[config.mk]
export PLATFORM = sky130hd
export DESIGN_NAME = rtc_bus_responder
export DESIGN_NICKNAME = d
export VERILOG_FILES = /design/src/rtl/rtc_resp_pkg.sv /design/src/rtl/rtc_strobe_sync.sv /design/src/rtl/rtc_bus_responder.sv
export SDC_FILE = /design/constraint.sdc
export NUM_CORES = 1
export LEC_CHECK = 0
export CORE_MARGIN = 2
export CORE_UTILIZATION = 60
export DETAILED_ROUTE_END_ITERATION = 12
export PLACE_DENSITY = 0.79
export SLEW_MARGIN = 25
export SYNTH_ARGS = -nofsm -noshare
export SYNTH_HDL_FRONTEND = slang
export SYNTH_SLANG_ARGS = --single-unit
[constraint.sdc]
create_clock -name clk -period 2.1 [get_ports clk]
set_clock_uncertainty 0.1 [all_clocks]
set_input_delay 0.315 -clock clk [delete_from_list [all_inputs] [get_ports clk]]
set_output_delay 0.315 -clock clk [all_outputs]
set_load 0.05 [all_outputs]
[src/rtl/rtc_resp_pkg.sv]
// Shared types, register map and BCD helpers for the RTC bus responder.
package rtc_resp_pkg;

   // Bus-side transaction state
   typedef enum logic [1:0] {
      ST_IDLE   = 2'd0,
      ST_SEL    = 2'd1,
      ST_RDRIVE = 2'd2,
      ST_WLOW   = 2'd3
   } state_t;

   // Register map
   localparam logic [7:0] ADDR_STATUS   = 8'h00;
   localparam logic [7:0] ADDR_SEG      = 8'h21;
   localparam logic [7:0] ADDR_MIN      = 8'h22;
   localparam logic [7:0] ADDR_HORA     = 8'h23;
   localparam logic [7:0] ADDR_DIA      = 8'h24;
   localparam logic [7:0] ADDR_MES      = 8'h25;
   localparam logic [7:0] ADDR_ANIO     = 8'h26;
   localparam logic [7:0] ADDR_TSEG     = 8'h41;
   localparam logic [7:0] ADDR_TMIN     = 8'h42;
   localparam logic [7:0] ADDR_THORA    = 8'h43;
   localparam logic [7:0] ADDR_CMD_XFER = 8'hF0;

   // Bit positions of the control strobes inside the synchronizer vector
   localparam int unsigned STB_CS = 0;
   localparam int unsigned STB_RD = 1;
   localparam int unsigned STB_WR = 2;
   localparam int unsigned STB_AD = 3;

   function automatic logic addr_mapped(input logic [7:0] a);
      case (a)
         ADDR_STATUS, ADDR_SEG, ADDR_MIN, ADDR_HORA, ADDR_DIA, ADDR_MES,
         ADDR_ANIO, ADDR_TSEG, ADDR_TMIN, ADDR_THORA: return 1'b1;
         default: return 1'b0;
      endcase
   endfunction

   // Two-digit BCD increment without wrap handling (caller handles limits)
   function automatic logic [7:0] bcd_inc(input logic [7:0] v);
      if (v[3:0] == 4'd9) return {v[7:4] + 4'd1, 4'd0};
      else                return {v[7:4], v[3:0] + 4'd1};
   endfunction

   // Two-digit BCD decrement; caller never passes 0x00
   function automatic logic [7:0] bcd_dec(input logic [7:0] v);
      if (v[3:0] == 4'd0) return {v[7:4] - 4'd1, 4'd9};
      else                return {v[7:4], v[3:0] - 4'd1};
   endfunction

endpackage

[src/rtl/rtc_strobe_sync.sv]
// Two-flop synchronizer with one history stage for edge detection.
// All stages reset to the idle (high) level of the active-low bus pins.
module rtc_strobe_sync #(
   parameter int unsigned W = 1
) (
   input  logic         i_clk,
   input  logic         i_rst,
   input  logic [W-1:0] i_async,
   output logic [W-1:0] o_level,
   output logic [W-1:0] o_rise,
   output logic [W-1:0] o_fall
);

   logic [W-1:0] r_meta;
   logic [W-1:0] r_sync;
   logic [W-1:0] r_prev;

   // Capture the pins, settle them, and keep one cycle of history
   always_ff @(posedge i_clk) begin
      if (i_rst) begin
         r_meta <= '1;
         r_sync <= '1;
         r_prev <= '1;
      end else begin
         r_meta <= i_async;
         r_sync <= r_meta;
         r_prev <= r_sync;
      end
   end

   assign o_level = r_sync;
   assign o_rise  = r_sync & ~r_prev;
   assign o_fall  = ~r_sync & r_prev;

endmodule

[src/rtl/rtc_bus_responder.sv]
// RTC register file behind an asynchronous multiplexed address/data bus.
// Optional timekeeping (seconds/minutes/hours and countdown timer) is built
// only when RTC_RESP_TICK_EN is defined; otherwise registers are plain storage.
module rtc_bus_responder #(
   parameter int unsigned TICK_DIV = 100000000
) (
   input  logic       clk,
   input  logic       rst,
   input  logic       cs,
   input  logic       rd,
   input  logic       wr,
   input  logic       ad,
   input  logic [7:0] bus_in,
   output logic [7:0] bus_out,
   output logic       bus_oe,
   output logic       bad_addr
);
   import rtc_resp_pkg::*;

   logic [3:0] w_stb_lvl, w_stb_rise, w_stb_fall;
   logic [7:0] w_bus, w_bus_rise, w_bus_fall;
   logic       w_cs, w_rd, w_wr, w_ad, w_rd_fall, w_wr_fall, w_wr_rise;
   logic       w_unused;

   state_t     r_state, w_state_nx;
   logic       w_do_addr, w_do_wdata, w_do_snap, w_bad_nx;
   logic       r_bad;
   logic [7:0] r_addr;
   logic [7:0] w_rd_val;

   logic [7:0] r_sec, r_min, r_hora, r_dia, r_mes, r_anio;
   logic [7:0] r_shd_sec, r_shd_min, r_shd_hora, r_shd_dia, r_shd_mes, r_shd_anio;
   logic [7:0] r_tseg, r_tmin, r_thora;
   logic       r_tmr_exp;
   logic [7:0] w_sec_nx, w_min_nx, w_hora_nx, w_dia_nx, w_mes_nx, w_anio_nx;
   logic [7:0] w_tseg_nx, w_tmin_nx, w_thora_nx;
   logic       w_tmr_exp_nx;

   rtc_strobe_sync #(.W(4)) u_strobe_sync (
      .i_clk   (clk),
      .i_rst   (rst),
      .i_async ({ad, wr, rd, cs}),
      .o_level (w_stb_lvl),
      .o_rise  (w_stb_rise),
      .o_fall  (w_stb_fall)
   );

   rtc_strobe_sync #(.W(8)) u_bus_sync (
      .i_clk   (clk),
      .i_rst   (rst),
      .i_async (bus_in),
      .o_level (w_bus),
      .o_rise  (w_bus_rise),
      .o_fall  (w_bus_fall)
   );

   assign w_cs      = w_stb_lvl[STB_CS];
   assign w_rd      = w_stb_lvl[STB_RD];
   assign w_wr      = w_stb_lvl[STB_WR];
   assign w_ad      = w_stb_lvl[STB_AD];
   assign w_rd_fall = w_stb_fall[STB_RD];
   assign w_wr_fall = w_stb_fall[STB_WR];
   assign w_wr_rise = w_stb_rise[STB_WR];
   assign w_unused  = ^{w_stb_rise, w_stb_fall, w_bus_rise, w_bus_fall};

`ifdef RTC_RESP_TICK_EN
   localparam int unsigned PW = (TICK_DIV > 1) ? $clog2(TICK_DIV) : 1;
   logic [PW-1:0] r_presc;
   logic          w_tick;
   logic          w_seg_wr;

   assign w_tick   = (r_presc == PW'(TICK_DIV - 1));
   assign w_seg_wr = w_do_wdata && (r_addr == ADDR_SEG);

   // Prescaler; a seconds write restarts the current second
   always_ff @(posedge clk) begin
      if (rst)                   r_presc <= '0;
      else if (w_tick || w_seg_wr) r_presc <= '0;
      else                       r_presc <= r_presc + 1'b1;
   end
`else
   localparam int unsigned tick_div_unused = TICK_DIV;
`endif

   // Next state and bus actions; cs high aborts from any state
   always_comb begin
      w_state_nx = r_state;
      w_do_addr  = 1'b0;
      w_do_wdata = 1'b0;
      w_bad_nx   = 1'b0;
      if (w_cs) begin
         w_state_nx = ST_IDLE;
      end else begin
         case (r_state)
            ST_IDLE: w_state_nx = ST_SEL;
            ST_SEL: begin
               if (!w_rd && !w_wr) begin
                  w_bad_nx = w_rd_fall || w_wr_fall;
               end else if (!w_rd && w_ad) begin
                  w_state_nx = ST_RDRIVE;
                  w_bad_nx   = !addr_mapped(r_addr);
               end else if (!w_wr) begin
                  w_state_nx = ST_WLOW;
               end
            end
            ST_RDRIVE: if (w_rd) w_state_nx = ST_SEL;
            ST_WLOW: begin
               if (w_wr_rise) begin
                  w_state_nx = ST_SEL;
                  if (w_ad) begin
                     w_do_wdata = addr_mapped(r_addr);
                     w_bad_nx   = !addr_mapped(r_addr);
                  end else begin
                     w_do_addr = 1'b1;
                  end
               end
            end
            default: w_state_nx = ST_IDLE;
         endcase
      end
   end

   assign w_do_snap = w_do_addr && (w_bus == ADDR_CMD_XFER);

   // State, address latch and registered error pulse
   always_ff @(posedge clk) begin
      if (rst) begin
         r_state <= ST_IDLE;
         r_addr  <= '0;
         r_bad   <= 1'b0;
      end else begin
         r_state <= w_state_nx;
         r_bad   <= w_bad_nx;
         if (w_do_addr) r_addr <= w_bus;
      end
   end

   // Register next values: tick update first, then the bus write overrides
   // only the register it targets
   always_comb begin
      w_sec_nx     = r_sec;
      w_min_nx     = r_min;
      w_hora_nx    = r_hora;
      w_dia_nx     = r_dia;
      w_mes_nx     = r_mes;
      w_anio_nx    = r_anio;
      w_tseg_nx    = r_tseg;
      w_tmin_nx    = r_tmin;
      w_thora_nx   = r_thora;
      w_tmr_exp_nx = r_tmr_exp;
`ifdef RTC_RESP_TICK_EN
      if (w_tick) begin
         if (r_sec == 8'h59) begin
            w_sec_nx = 8'h00;
            if (r_min == 8'h59) begin
               w_min_nx  = 8'h00;
               w_hora_nx = (r_hora == 8'h23) ? 8'h00 : bcd_inc(r_hora);
            end else begin
               w_min_nx = bcd_inc(r_min);
            end
         end else begin
            w_sec_nx = bcd_inc(r_sec);
         end
         if ((r_tseg | r_tmin | r_thora) != 8'h00) begin
            if (r_tseg != 8'h00) begin
               w_tseg_nx = bcd_dec(r_tseg);
            end else begin
               w_tseg_nx = 8'h59;
               if (r_tmin != 8'h00) begin
                  w_tmin_nx = bcd_dec(r_tmin);
               end else begin
                  w_tmin_nx  = 8'h59;
                  w_thora_nx = bcd_dec(r_thora);
               end
            end
            if ((w_tseg_nx | w_tmin_nx | w_thora_nx) == 8'h00) w_tmr_exp_nx = 1'b1;
         end
      end
`endif
      if (w_do_wdata) begin
         case (r_addr)
            ADDR_STATUS: w_tmr_exp_nx = 1'b0;
            ADDR_SEG:    w_sec_nx     = w_bus;
            ADDR_MIN:    w_min_nx     = w_bus;
            ADDR_HORA:   w_hora_nx    = w_bus;
            ADDR_DIA:    w_dia_nx     = w_bus;
            ADDR_MES:    w_mes_nx     = w_bus;
            ADDR_ANIO:   w_anio_nx    = w_bus;
            ADDR_TSEG:   w_tseg_nx    = w_bus;
            ADDR_TMIN:   w_tmin_nx    = w_bus;
            ADDR_THORA:  w_thora_nx   = w_bus;
            default: ;
         endcase
      end
   end

   // Live registers and the read shadow of the calendar/time block
   always_ff @(posedge clk) begin
      if (rst) begin
         r_sec      <= 8'h00;
         r_min      <= 8'h00;
         r_hora     <= 8'h00;
         r_dia      <= 8'h01;
         r_mes      <= 8'h01;
         r_anio     <= 8'h00;
         r_shd_sec  <= 8'h00;
         r_shd_min  <= 8'h00;
         r_shd_hora <= 8'h00;
         r_shd_dia  <= 8'h01;
         r_shd_mes  <= 8'h01;
         r_shd_anio <= 8'h00;
         r_tseg     <= 8'h00;
         r_tmin     <= 8'h00;
         r_thora    <= 8'h00;
         r_tmr_exp  <= 1'b0;
      end else begin
         r_sec     <= w_sec_nx;
         r_min     <= w_min_nx;
         r_hora    <= w_hora_nx;
         r_dia     <= w_dia_nx;
         r_mes     <= w_mes_nx;
         r_anio    <= w_anio_nx;
         r_tseg    <= w_tseg_nx;
         r_tmin    <= w_tmin_nx;
         r_thora   <= w_thora_nx;
         r_tmr_exp <= w_tmr_exp_nx;
         if (w_do_snap) begin
            r_shd_sec  <= r_sec;
            r_shd_min  <= r_min;
            r_shd_hora <= r_hora;
            r_shd_dia  <= r_dia;
            r_shd_mes  <= r_mes;
            r_shd_anio <= r_anio;
         end
      end
   end

   // Read mux: time block from the shadow, timer and status live
   always_comb begin
      case (r_addr)
         ADDR_STATUS: w_rd_val = {7'd0, r_tmr_exp};
         ADDR_SEG:    w_rd_val = r_shd_sec;
         ADDR_MIN:    w_rd_val = r_shd_min;
         ADDR_HORA:   w_rd_val = r_shd_hora;
         ADDR_DIA:    w_rd_val = r_shd_dia;
         ADDR_MES:    w_rd_val = r_shd_mes;
         ADDR_ANIO:   w_rd_val = r_shd_anio;
         ADDR_TSEG:   w_rd_val = r_tseg;
         ADDR_TMIN:   w_rd_val = r_tmin;
         ADDR_THORA:  w_rd_val = r_thora;
         default:     w_rd_val = '0;
      endcase
   end

   assign bus_oe   = (r_state == ST_RDRIVE);
   assign bus_out  = bus_oe ? w_rd_val : '0;
   assign bad_addr = r_bad;

endmodule

# Word level (Yosys, flattened, before mapping)
# Index checks and enable logic that the tools add are counted.
[word_totals]
reg_bits = 158
in_bits = 14
wordCells = 96
[classes]
n_eq_ne = 17
n_mux = 30
bitwise = 4
n_reduce_logical = 22
[op_table]
columns = ["operator", "count"]
rows = [
  ["case mux 8 bit (9 select lines)", 1],
  ["equality test 8 x 6 -> 1 bit, second input constant", 6],
  ["equality test 8 x 7 -> 1 bit, second input constant", 3],
  ["two-way mux 1 bit", 21],
  ["AND reduction 2 bit", 9],
  ["two-way mux 2 bit", 5],
  ["OR reduction 10 bit", 1],
  ["equality test 8 bit, second input constant", 1],
  ["logical NOT 8 bit", 1],
  ["two-way mux 8 bit", 1],
  ["case mux 2 bit (4 select lines)", 1],
  ["AND 3 bit", 2],
  ["NOT 3 bit", 2],
  ["equality test 2 bit, second input constant", 2],
  ["logical NOT 1 bit", 4],
  ["!= test 2 x 1 -> 1 bit, second input constant", 2],
  ["AND reduction 4 bit", 1],
  ["logical AND 1 bit", 3],
  ["!= test 3 bit, second input constant", 1],
  ["equality test 2 x 1 -> 1 bit, second input constant", 1],
  ["logical NOT 2 bit", 1],
  ["!= test 2 bit, second input constant", 1],
  ["case mux 1 bit (2 select lines)", 1],
  ["OR reduction 2 bit", 1],
  ["logical OR 1 bit", 1],
]

# Depth between registers and ports, before layout
# Gate-level depths: netlist of the first run.
[depth]
depth_word = 11
ltp_mapped = 8
mapped_depth_nobuf = 5

# Cells and area by module
# From an unflattened synthesis of the first run, not the netlist that was laid out.
[hier_totals]
hier_cells = 768
hier_area_um2 = 6911.6
[by_module_without_submodules]
columns = ["mod", "n_inst", "cells_per_inst", "area_each_um2", "seq_area_each_um2"]
rows = [
  ["rtc_bus_responder", 1, 669, 5781.8, 2622.5],
  ["rtc_strobe_sync at u_bus_sync", 1, 66, 753.2, 480.5],
  ["rtc_strobe_sync at u_strobe_sync", 1, 33, 376.6, 240.2],
]

# Worst setup path before layout of the first run
# Ideal clock, no wire load.
[synth_path]
path_kind = "register -> output"
from = "register r_addr[6]"
to = "output bus_out[0]"
arrival_ns = 2.171
slack_ns = -0.486
stages_incl_launch_ff = 6
n_path_buf = 1
cell_sequence = "dfxtp_1 > clkbuf_1 > or4b_1 > o21ai_0 > nand4_1 > a21oi_1"
[synth_via]
elab_chain_len = 3
[synth_rtl]
columns = ["element", "line", "rtl"]
rows = [
  ["from (decl)", "rtc_bus_responder.sv:28", "logic [7:0] r_addr;"],
  ["from (signal assigned)", "rtc_bus_responder.sv:134", "if (w_do_addr) r_addr <= w_bus;"],
  ["equality test 8 x 7 -> 1 bit / equality test 8 x 6 -> 1 bit (equally long branches)", "rtc_bus_responder.sv:240", "case (r_addr)"],
  ["case mux 8 bit (9 select lines) *", "rtc_bus_responder.sv:240", ""],
  ["two-way mux 8 bit *", "rtc_bus_responder.sv:256", "assign bus_out = bus_oe ? w_rd_val : '0;"],
  ["to (decl)", "rtc_bus_responder.sv:14", "output logic [7:0] bus_out,"],
]
# Every way passes the cells marked *; elsewhere a longest branch is shown, timed or not.

# Final worst setup path of the first run
[layout_path]
from = "register r_addr[7]"
to = "output bus_out[3]"
# The elaborated chain is that of the path after synthesis.

==> metrics.cfg, run 1 <==
[status]
status=finished with violations
violations=negative setup slack

[yosys]
ys_types=38
syn_area_per_cell_um2=8.35
syn-num-nets=757
yosys_warnings=0
syn_inst=743
ys_seq_area_share_pct=50.6
synth-seq-cells=157
synthArstFlopShare_pct=0
syn_area_um2=6210
synth_edf_count=0
synth_flop_cell=dfxtp_1

[sta]
layout_setup_ws_ps=-553
hold_violations=0
max_freq_ghz=0.377
relSlewSlack_pct=58.4
slew_violations=0
hold_slack_ps=188
setup_viol=8
fin_crit_ps=2650
rsz0062_at_grt=yes
worst_slew_pin_slew_ps=624
finalCritPeriodShare_pct=126

[clocking]
h-tree-depth=4
clk_pin_slew_ps=60
cts_tree=yes
insertion_delay_ps=540
hold_buffers=0
cts_num_sinks=157
cts-root-buf=clkbuf_8
cts_setup_buffers=0
numCtsBuffers=17
cts_buffer_depth=2

[global_route]
grt_max_degree=66
grt_pass1_vias=4952
grt-ovfl-total=0
antenna_found_initial=0
grt_pass1_wl_um=24500
grt_usage_pct=28.4

[cells_and_area]
syn_to_final_growth_pct=21.7
nNetsFinal=784
antenna_cells=0
drive_gt1_share_pct=19.0

[worst_setup_path]
crit_required_ps=1680
cp.arrival_ps=2240
worstSetupPathType=flop to output pin
start_kind=flop
path_max_fanout=8
r2r_cells=6
end_kind=output pin

[worst_hold_path]
hp-class=input pin to flop
holdPathStages=2

[detailed_routing]
num_vias=5249
ant_nets=0
drcViolationCount=0
routedWlPerCell_um=16.5
drtPass1Iterations=5
via_per_inst=5.71
routed_wl_um=15100
drt_iter0_drc=473

[placement]
port-buffer-count=23
dpl.hpwl_um=9570
place_congestion=0.925

[floorplan]
die_w_um=106
start_util_pct=60.9
die_area_um2=11200
ios=24
core_area_um2=10200
die_y_um=106
rows=37

[power_and_ir_drop]
p_leak_nw=2.78
power.density_nw_per_um2=819
p_total_mw=6.19
irDropWorstVdd_mv=0.614

[run]
cap_violations=0

==> placed cells by master (no fill, tap or decap), types with 4 or more instances in the layout <==
cell type        synthesis  final
clkinv_2                 0      4
a21oi_1                109     99
mux2_2                  16     16
nand3b_1                 5      5
a22oi_1                 11     11
a21oi_2                  0      5
clkbuf_16                0     16
dfxtp_1                157    152
mux2i_1                 38     38
clkdlybuf4s50_1          0     13
buf_4                    4     34
nand2_1                208    208
a22o_1                   5      5
o21ai_0                 10      9
or2_2                   26     26
a21oi_4                  0      5
and3_1                   9      7
nand3_1                 11     11
nor2_1                  48     45
buf_12                   0     16
==> registers in the layout (all words and copies together) (netlist names), 4 cells and up <==
signal                 flops
r_tseg                     8
r_min                      8
r_shd_anio                 8
r_thora                    8
r_sec                      8
r_hora                     8
r_anio                     8
r_shd_dia                  8
r_shd_min                  8
u_strobe_sync.r_meta       4
r_shd_mes                  8
r_tmin                     8
u_bus_sync.r_meta          8
r_shd_sec                  8
u_strobe_sync.o_level      4
r_addr                     8
u_bus_sync.o_level         8
r_mes                      8
r_shd_hora                 8
r_dia                      8
==> final timing paths <==
check	start	slack, ps	endpoint
setup / recovery	r_addr[7]	-550	bus_out[3]
hold / removal	rst	190	r_addr[3]
setup reg to reg	r_state[1]	110	r_mes[5]
hold reg to reg	u_bus_sync.r_meta[2]	310	u_bus_sync.o_level[2]
==> metrics by stage <==
step / cell area (µm²) / util, % / worst slack (ps) / cells / TNS, ps
after floorplan: 6240 / - / -356 / 743 / -2620
after global placement: 6860 / 67.4 / 3.38 / 887 / 0
after detailed placement: 6860 / 67.4 / -43.2 / 887 / -142
after CTS: 7530 / 73.9 / -535 / 919 / -4160
after global routing: 7560 / 74.2 / -609 / 919 / -4620
final: 7560 / 74.2 / -553 / 919 / -4200
==> cell usage after synthesis (4+ instances only) <==
cell type / count / area share (%)
nand2_1: 208 / 13
dfxtp_1: 157 / 51
a21oi_1: 109 / 8.8
nor2_1: 48 / 2.9
mux2i_1: 38 / 6.1
clkbuf_1: 32 / 1.9
or2_2: 26 / 2.6
buf_2: 18 / 1.5
mux2_2: 16 / 2.9
a22oi_1: 11 / 1.3
nand3_1: 11 / 0.89
o21ai_0: 10 / 0.81
and3_1: 9 / 0.91
a22o_1: 5 / 0.71
nand3b_1: 5 / 0.60
buf_4: 4 / 0.48
==> critical path, stage by stage, from the launching register on <==
cell and delay [ps]:
dfxtp_2 340, or4b_4 540, o21ai_2 150, nand4_1 150, buf_6 220, a21oi_4 160, buf_12 150
==> cell families after synthesis <==
kind of cell,count (synthesis),synth area share (%)
simple gates,329,23.2
flops,157,50.6
compound gates,143,12.6
buf+inv,59,4.41
mux,54,9.03
xor+xnor,1,0.141
==> report_power, final <==
part | switching (mW) | internal [mW] | total (mW) | leakage [nW]
registers | 0.0105 | 3.00 | 3.01 | 1.27
clock network | 1.18 | 1.87 | 3.04 | 0.284
logic | 0.0821 | 0.0542 | 0.136 | 1.23
==> metal layers <==
metal  GRT usage (%)  up-vias  wire length, µm
li1                -     2529                -
met1            37.3     2483             6140
met2            46.0      208             7380
met3            5.94       29             1310
met4            10.7        0              310
met5               0        -                0
==> timing repair <==
action,CTS,global route
resized for setup,17,9
endpoints found under the setup margin,9,12
pin swaps,3,1
endpoints found under the hold margin,0,0
==> layout make-up <==
cell class / instances / area [µm²]
flip-flops and latches: 157 / 3150
multi-input cells: 527 / 2910
fillers: 711 / 2630
repair buffers: 64 / 717
clock buffers: 21 / 449
well taps: 136 / 170
clock inverters: 11 / 141
inverters: 3 / 11.3
Power figures use the tool's default switching activity.
==> inputs of run 2 (changes only) <==
Settings changed: CTS_CLUSTER_DIAMETER set to 150.
==> results of run 2 <==
The final DEF is identical to that of run 1; final timing and power are the same.
